--- src/rtl/spi_reg_ctrl.sv ---
// ---------------------------------------------------------------------------
// spi_reg_ctrl
//
// SPI (mode 0) slave that writes five 8-bit control registers. The SPI pins
// are asynchronous to clk and are oversampled: each passes through a 2-flop
// synchronizer plus one history flop, and every edge is detected from the
// synchronized/history pair only.
//
// Frame: 16 bits, MSB first. bit 15 = R/W (1 = write), bits 14..8 = address,
// bits 7..0 = data. A write commits on the ncs rising edge only when exactly
// 16 bits were received, R/W = 1 and the address is 0x00..0x04.
//
// Optional feature (macro SPI_READBACK_EN): R/W = 0 frames return the
// addressed register on cipo during bits 9..16. Without the macro, cipo is
// tied low.
//
// Ports:
//   clk              system clock, rising edge
//   rst_n            synchronous active-low reset
//   sclk, copi, ncs  SPI inputs (asynchronous to clk)
//   cipo             SPI data out (0 when readback is not active)
//   en_reg_out_7_0   register 0x00
//   en_reg_out_15_8  register 0x01
//   en_reg_pwm_7_0   register 0x02
//   en_reg_pwm_15_8  register 0x03
//   pwm_duty_cycle   register 0x04
// ---------------------------------------------------------------------------
module spi_reg_ctrl (
  input  logic       clk,
  input  logic       rst_n,
  input  logic       sclk,
  input  logic       copi,
  input  logic       ncs,
  output logic       cipo,
  output logic [7:0] en_reg_out_7_0,
  output logic [7:0] en_reg_out_15_8,
  output logic [7:0] en_reg_pwm_7_0,
  output logic [7:0] en_reg_pwm_15_8,
  output logic [7:0] pwm_duty_cycle
);

  // ST_ARM   : after reset, waiting to see ncs high before any frame may open
  // ST_IDLE  : ncs high (or low but no falling edge seen yet)
  // ST_ACTIVE: frame open, collecting bits
  typedef enum logic [1:0] {
    ST_ARM    = 2'd0,
    ST_IDLE   = 2'd1,
    ST_ACTIVE = 2'd2
  } state_t;

  state_t state_q, state_d;

  // -------------------------------------------------------------------------
  // Input synchronizers and history flops
  // -------------------------------------------------------------------------
  logic [1:0] sclk_sync_q, copi_sync_q, ncs_sync_q;
  logic       sclk_hist_q, copi_hist_q, ncs_hist_q;

  always_ff @(posedge clk) begin
    if (!rst_n) begin
      sclk_sync_q <= 2'b00;
      sclk_hist_q <= 1'b0;
      copi_sync_q <= 2'b00;
      copi_hist_q <= 1'b0;
      ncs_sync_q  <= 2'b11;
      ncs_hist_q  <= 1'b1;
    end else begin
      sclk_sync_q <= {sclk_sync_q[0], sclk};
      sclk_hist_q <= sclk_sync_q[1];
      copi_sync_q <= {copi_sync_q[0], copi};
      copi_hist_q <= copi_sync_q[1];
      ncs_sync_q  <= {ncs_sync_q[0], ncs};
      ncs_hist_q  <= ncs_sync_q[1];
    end
  end

  logic sclk_s, ncs_s;
  logic sclk_rise, ncs_fall, ncs_rise;

  assign sclk_s    = sclk_sync_q[1];
  assign ncs_s     = ncs_sync_q[1];
  assign sclk_rise = sclk_s & ~sclk_hist_q;
  assign ncs_fall  = ~ncs_s & ncs_hist_q;
  assign ncs_rise  = ncs_s & ~ncs_hist_q;

  // The synchronizer still holds its reset value of ncs = 1 for two cycles
  // after reset. Arming waits until the pipeline has refilled with real
  // samples, so an ncs held low through reset never looks like a fall.
  logic [1:0] prime_q;

  always_ff @(posedge clk) begin
    if (!rst_n) begin
      prime_q <= 2'd0;
    end else if (prime_q != 2'd2) begin
      prime_q <= prime_q + 2'd1;
    end
  end

  // -------------------------------------------------------------------------
  // Frame FSM: state register / next state / outputs
  // -------------------------------------------------------------------------
  always_ff @(posedge clk) begin
    if (!rst_n) begin
      state_q <= ST_ARM;
    end else begin
      state_q <= state_d;
    end
  end

  always_comb begin
    state_d = state_q;
    case (state_q)
      ST_ARM:    if ((prime_q == 2'd2) && ncs_s) state_d = ST_IDLE;
      ST_IDLE:   if (ncs_fall)                   state_d = ST_ACTIVE;
      ST_ACTIVE: if (ncs_rise)                   state_d = ST_IDLE;
      default:                                   state_d = ST_ARM;
    endcase
  end

  logic frame_active, frame_start;

  always_comb begin
    frame_active = (state_q == ST_ACTIVE);
    frame_start  = (state_q == ST_IDLE) && ncs_fall;
  end

  // -------------------------------------------------------------------------
  // Bit collection
  // -------------------------------------------------------------------------
  logic [4:0]  bit_cnt_q;
  logic [15:0] shift_q;
  logic        shift_en;

  assign shift_en = frame_active & ~ncs_s & sclk_rise;

  // Counter saturates at 17 so any overlong frame stays distinguishable
  // from a 16-bit one; bits past the 16th are not shifted in.
  always_ff @(posedge clk) begin
    if (!rst_n) begin
      bit_cnt_q <= 5'd0;
      shift_q   <= 16'h0000;
    end else if (frame_start) begin
      bit_cnt_q <= 5'd0;
      shift_q   <= 16'h0000;
    end else if (shift_en) begin
      if (bit_cnt_q < 5'd16) shift_q <= {shift_q[14:0], copi_hist_q};
      if (bit_cnt_q != 5'd17) bit_cnt_q <= bit_cnt_q + 5'd1;
    end
  end

  // -------------------------------------------------------------------------
  // Register file
  // -------------------------------------------------------------------------
  logic       commit;
  logic [7:0] out_lo_q, out_hi_q, pwm_lo_q, pwm_hi_q, duty_q;
  logic [7:0] out_lo_d, out_hi_d, pwm_lo_d, pwm_hi_d, duty_d;

  assign commit = frame_active & ncs_rise & (bit_cnt_q == 5'd16) &
                  shift_q[15] & (shift_q[14:8] <= 7'd4);

  always_comb begin
    out_lo_d = out_lo_q;
    out_hi_d = out_hi_q;
    pwm_lo_d = pwm_lo_q;
    pwm_hi_d = pwm_hi_q;
    duty_d   = duty_q;
    if (commit) begin
      case (shift_q[10:8])
        3'd0:    out_lo_d = shift_q[7:0];
        3'd1:    out_hi_d = shift_q[7:0];
        3'd2:    pwm_lo_d = shift_q[7:0];
        3'd3:    pwm_hi_d = shift_q[7:0];
        3'd4:    duty_d   = shift_q[7:0];
        default: ;
      endcase
    end
  end

  always_ff @(posedge clk) begin
    if (!rst_n) begin
      out_lo_q <= 8'h00;
      out_hi_q <= 8'h00;
      pwm_lo_q <= 8'h00;
      pwm_hi_q <= 8'h00;
      duty_q   <= 8'h00;
    end else begin
      out_lo_q <= out_lo_d;
      out_hi_q <= out_hi_d;
      pwm_lo_q <= pwm_lo_d;
      pwm_hi_q <= pwm_hi_d;
      duty_q   <= duty_d;
    end
  end

  assign en_reg_out_7_0  = out_lo_q;
  assign en_reg_out_15_8 = out_hi_q;
  assign en_reg_pwm_7_0  = pwm_lo_q;
  assign en_reg_pwm_15_8 = pwm_hi_q;
  assign pwm_duty_cycle  = duty_q;

  // -------------------------------------------------------------------------
  // Readback
  // -------------------------------------------------------------------------
`ifdef SPI_READBACK_EN
  logic       sclk_fall;
  logic       rd_load;
  logic [6:0] rd_addr;
  logic [7:0] rd_val;
  logic       cipo_q;
  logic       rd_active_q;
  logic [6:0] rd_shift_q;
  logic [3:0] rd_cnt_q;

  assign sclk_fall = ~sclk_s & sclk_hist_q;

  // On the 8th rising edge the shift register holds R/W and address bits
  // 14..9; the incoming bit is address bit 8.
  assign rd_addr = {shift_q[5:0], copi_hist_q};
  assign rd_load = shift_en & (bit_cnt_q == 5'd7) & ~shift_q[6];

  always_comb begin
    rd_val = 8'h00;
    case (rd_addr)
      7'd0:    rd_val = out_lo_q;
      7'd1:    rd_val = out_hi_q;
      7'd2:    rd_val = pwm_lo_q;
      7'd3:    rd_val = pwm_hi_q;
      7'd4:    rd_val = duty_q;
      default: rd_val = 8'h00;
    endcase
  end

  // Bit 7 goes out at the 8th rising edge. The falling edge right after it
  // precedes the controller's 9th sample, so it holds bit 7; the next seven
  // falls shift bits 6..0, and the one after that ends the readback.
  always_ff @(posedge clk) begin
    if (!rst_n) begin
      cipo_q      <= 1'b0;
      rd_active_q <= 1'b0;
      rd_shift_q  <= 7'd0;
      rd_cnt_q    <= 4'd0;
    end else if (!frame_active) begin
      cipo_q      <= 1'b0;
      rd_active_q <= 1'b0;
      rd_shift_q  <= 7'd0;
      rd_cnt_q    <= 4'd0;
    end else if (rd_load) begin
      cipo_q      <= rd_val[7];
      rd_shift_q  <= rd_val[6:0];
      rd_active_q <= 1'b1;
      rd_cnt_q    <= 4'd0;
    end else if (rd_active_q && sclk_fall && !ncs_s) begin
      if (rd_cnt_q == 4'd0) begin
        rd_cnt_q <= 4'd1;
      end else if (rd_cnt_q < 4'd8) begin
        cipo_q     <= rd_shift_q[6];
        rd_shift_q <= {rd_shift_q[5:0], 1'b0};
        rd_cnt_q   <= rd_cnt_q + 4'd1;
      end else begin
        cipo_q      <= 1'b0;
        rd_active_q <= 1'b0;
      end
    end
  end

  assign cipo = cipo_q;
`else
  assign cipo = 1'b0;
`endif

endmodule

--- config.mk ---
export PLATFORM = sky130hd
export DESIGN_NAME = spi_reg_ctrl
export DESIGN_NICKNAME = d
export VERILOG_FILES = /design/src/rtl/spi_reg_ctrl.sv
export SDC_FILE = /design/constraint.sdc
export NUM_CORES = 1
export LEC_CHECK = 0
export ABC_AREA = 1
export BUFFER_PORTS_ARGS = -buffer_cell sky130_fd_sc_hd__buf_2
export CORE_MARGIN = 8
export CORE_UTILIZATION = 50
export CTS_CLUSTER_SIZE = 30
export DETAILED_ROUTE_END_ITERATION = 16
export PLACE_DENSITY = 0.71
export SETUP_SLACK_MARGIN = 0.4
export SYNTH_ARGS = -nofsm -noshare
export SYNTH_HDL_FRONTEND = slang
export SYNTH_SLANG_ARGS = --single-unit
--- constraint.sdc ---
create_clock -name clk -period 1.97 [get_ports clk]
set_clock_uncertainty 0.15 [all_clocks]
set_input_delay 0.0985 -clock clk [delete_from_list [all_inputs] [get_ports clk]]
set_output_delay 0.0985 -clock clk [all_outputs]
set_load 0.03 [all_outputs]
==> impl_metrics.json <==
{
  "drt_iter0_drc": 227,
  "finalHoldViolCount": 3,
  "num_vias": 2908,
  "cp-end-kind": "flip-flop",
  "powerDensity_nw_per_um2": 690,
  "finalSetupTns_ns": 0,
  "drt_wl_total_um": 8050,
  "antenna_cells": 0,
  "cts.sink_count": 74,
  "criticalPathCategory": "flip-flop to flip-flop",
  "vias_per_cell": 4.95,
  "synthTopCellsByArea": "dfxtp_1 47%, nor2_1 14%, nand2_1 12%, inv_1 7.5%, o21ai_0 3.5%",
  "design_area_sq_um": 4110,
  "tritoncts": "done",
  "ios": 46,
  "crit_fanout": 8,
  "vdd.ir_drop.worst_v": 0.000428,
  "mostFrequentLayoutCells": "104 x nor2_1, 84 x nand2_1, 63 x dfxtp_1",
  "die_area_sq_um": 9090,
  "max_cap_violations": 0,
  "drt_first_pass_iters": 4,
  "critical_path_required_ns": 2.06,
  "highest_layer": "met4",
  "drt.antenna.violating_nets": 0,
  "syn_nets": 442,
  "layout_commonest_cell": "nor2_1",
  "die_w_um": 95.3,
  "postSynthAreaPerCell_sq_um": 7.27,
  "grt_max_degree": 46,
  "grt.overflow.total": 0,
  "hold_ws_ns": -0.0744,
  "place_hpwl_um": 4220,
  "synth_edf_count": 0,
  "fill_cells": 495,
  "grt_pass1_wl_um": 12500,
  "synth_warnings": 0,
  "core_area_sq_um": 6200,
  "setup_viol": 0,
  "max_freq_mhz": 627,
  "met1Wirelength_um": 3460,
  "grt_usage": 0.177,
  "met3_length_um": 503,
  "grt_pass1_vias": 2638,
  "cts-buffers-inserted": 9,
  "ctsLongestPathBuffers": 2,
  "synth_top_area_cell": "dfxtp_1",
  "power_mw": 2.84,
  "drive_gt1_frac": 0.284,
  "hold_class": "primary input to flip-flop",
  "clk_pin_slew_ns": 0.08,
  "synth.distinct_cells": 27,
  "crit_arrival_ns": 1.68,
  "wl_per_cell_um": 13.7,
  "layout.nets": 515,
  "grt_antenna_before_repair": 0,
  "clock_latency_ns": 0.35,
  "drv_slew": 0,
  "yosys_register_bits": 74,
  "post-route-period-util": 0.809,
  "violations": "negative hold slack",
  "postCtsHoldBufs": 8,
  "rsz0062_at_grt": "true",
  "drc": 0,
  "outcome": "finished with violations",
  "die-height_um": 95.3,
  "min_period_ns": 1.59,
  "globalplace.congestion": 0.857,
  "start_util": 0.507,
  "dpl_cell_area_sq_um": 3360,
  "root_buffer": "clkbuf_8",
  "htreeDepth": 3,
  "syn2layout_area_growth_pct": 30.7,
  "netlist.area_leader.share": 0.471,
  "dr_wl_met2_um": 3920,
  "async_reset_ff_frac": 0,
  "synthFlopType": "dfxtp_1",
  "rows": 29,
  "synth_area_sq_um": 3150,
  "final_core_util": 0.663,
  "power.leakage_nw": 2.17,
  "yosysSeqAreaShare": 0.471,
  "syn_inst": 433,
  "cp-start-kind": "flip-flop",
  "io_buffers": 44
}
cell families after synthesis:
kind of cell,share of synthesized area
and+or+nand+nor,0.334
buffers and inverters,0.115
DFF,0.471
AOI/OAI and AO/OA,0.0569
adders and majority gates,0.0159
xor gates and xnor gates,0.00557
other,0.00119
cell usage after synthesis, types with 2 or more instances:
| cell | count |
|---|---|
| nand4_4 | 5 |
| xor2_1 | 2 |
| buf_6 | 5 |
| nand2_1 | 98 |
| clkbuf_1 | 2 |
| buf_2 | 5 |
| dfxtp_1 | 74 |
| a21oi_1 | 12 |
| nor2_1 | 115 |
| o21ai_0 | 22 |
| nor2_8 | 2 |
| buf_4 | 2 |
| nor3_1 | 2 |
| or2_2 | 2 |
| nand3_1 | 8 |
| ha_1 | 4 |
| inv_1 | 63 |
metal layers:
| layer | vias up | GRT usage |
|---|---|---|
| met3 | 15 | 0.0465 |
| met4 | 0 | 0.0780 |
| met5 | - | 0 |
| met2 | 82 | 0.281 |
| li1 | 1459 | - |
| met1 | 1352 | 0.222 |
flip-flops by register name, indices dropped and copies added (netlist names):
signal and flops:
copi_sync_q 2, shift_q 16, sclk_sync_q 2, en_reg_pwm_7_0 8, en_reg_pwm_15_8 8, sclk_hist_q 1
ncs_hist_q 1, en_reg_out_15_8 8, pwm_duty_cycle 8, copi_hist_q 1, ncs_sync_q 2, state_q 2
prime_q 2, en_reg_out_7_0 8, bit_cnt_q 5
path summary, 6_finish.rpt:
path                        from                end  slack (ns)  cells after the start
setup reg to reg    bit_cnt_q[1]  en_reg_pwm_7_0[2]        0.38                      8
hold / removal             rst_n         state_q[0]       -0.07                      3
setup / recovery    bit_cnt_q[1]  en_reg_pwm_7_0[2]        0.38                      8
hold reg to reg   copi_sync_q[0]     copi_sync_q[1]        0.26                      2
where the power goes:
| part | total (mW) | switching [mW] | internal (mW) |
|---|---|---|---|
| registers | 1.55 | 0.0249 | 1.53 |
| logic | 0.134 | 0.0829 | 0.0516 |
| clock network | 1.15 | 0.544 | 0.610 |
through the flow:
stage	worst slack, ns	std cells	hold WS [ns]
2_1_floorplan	0.415	433	0.0461
3_3_place_gp	0.336	541	0.129
3_5_place_dp	0.293	541	0.134
4_1_cts	0.374	580	-0.0987
5_1_grt	0.282	587	-0.0441
6_report	0.376	587	-0.0744
what timing repair did:
item,4_1_cts,5_1_grt
endpoints found under the setup margin,41,59
resized for setup,32,38
hold endpoints to repair,10,3
gates cloned,6,2
pin swaps,17,21
setup buffers,10,6
critical path, cell delays in order, from the launching register on:
cell	delay (ns)
dfxtp_2	0.33
inv_2	0.08
ha_4	0.15
nand3_4	0.08
nor2_8	0.13
buf_12	0.15
nand4_4	0.15
nor2_1	0.19
nor2_1	0.07
layout make-up:
| class | count | area, sq um | share of cell area |
|---|---|---|---|
| repair buffers | 71 | 515 | 0.125 |
| well taps | 77 | 96.3 | 0.0234 |
| multi-input cells | 284 | 1560 | 0.379 |
| clock inverters | 3 | 40.0 | 0.00973 |
| clock buffers | 12 | 145 | 0.0353 |
| repair inverters | 2 | 15.0 | 0.00365 |
| flip-flops and latches | 74 | 1500 | 0.364 |
| inverters | 64 | 244 | 0.0593 |
Note: power is estimated with default switching activity, not from simulation.
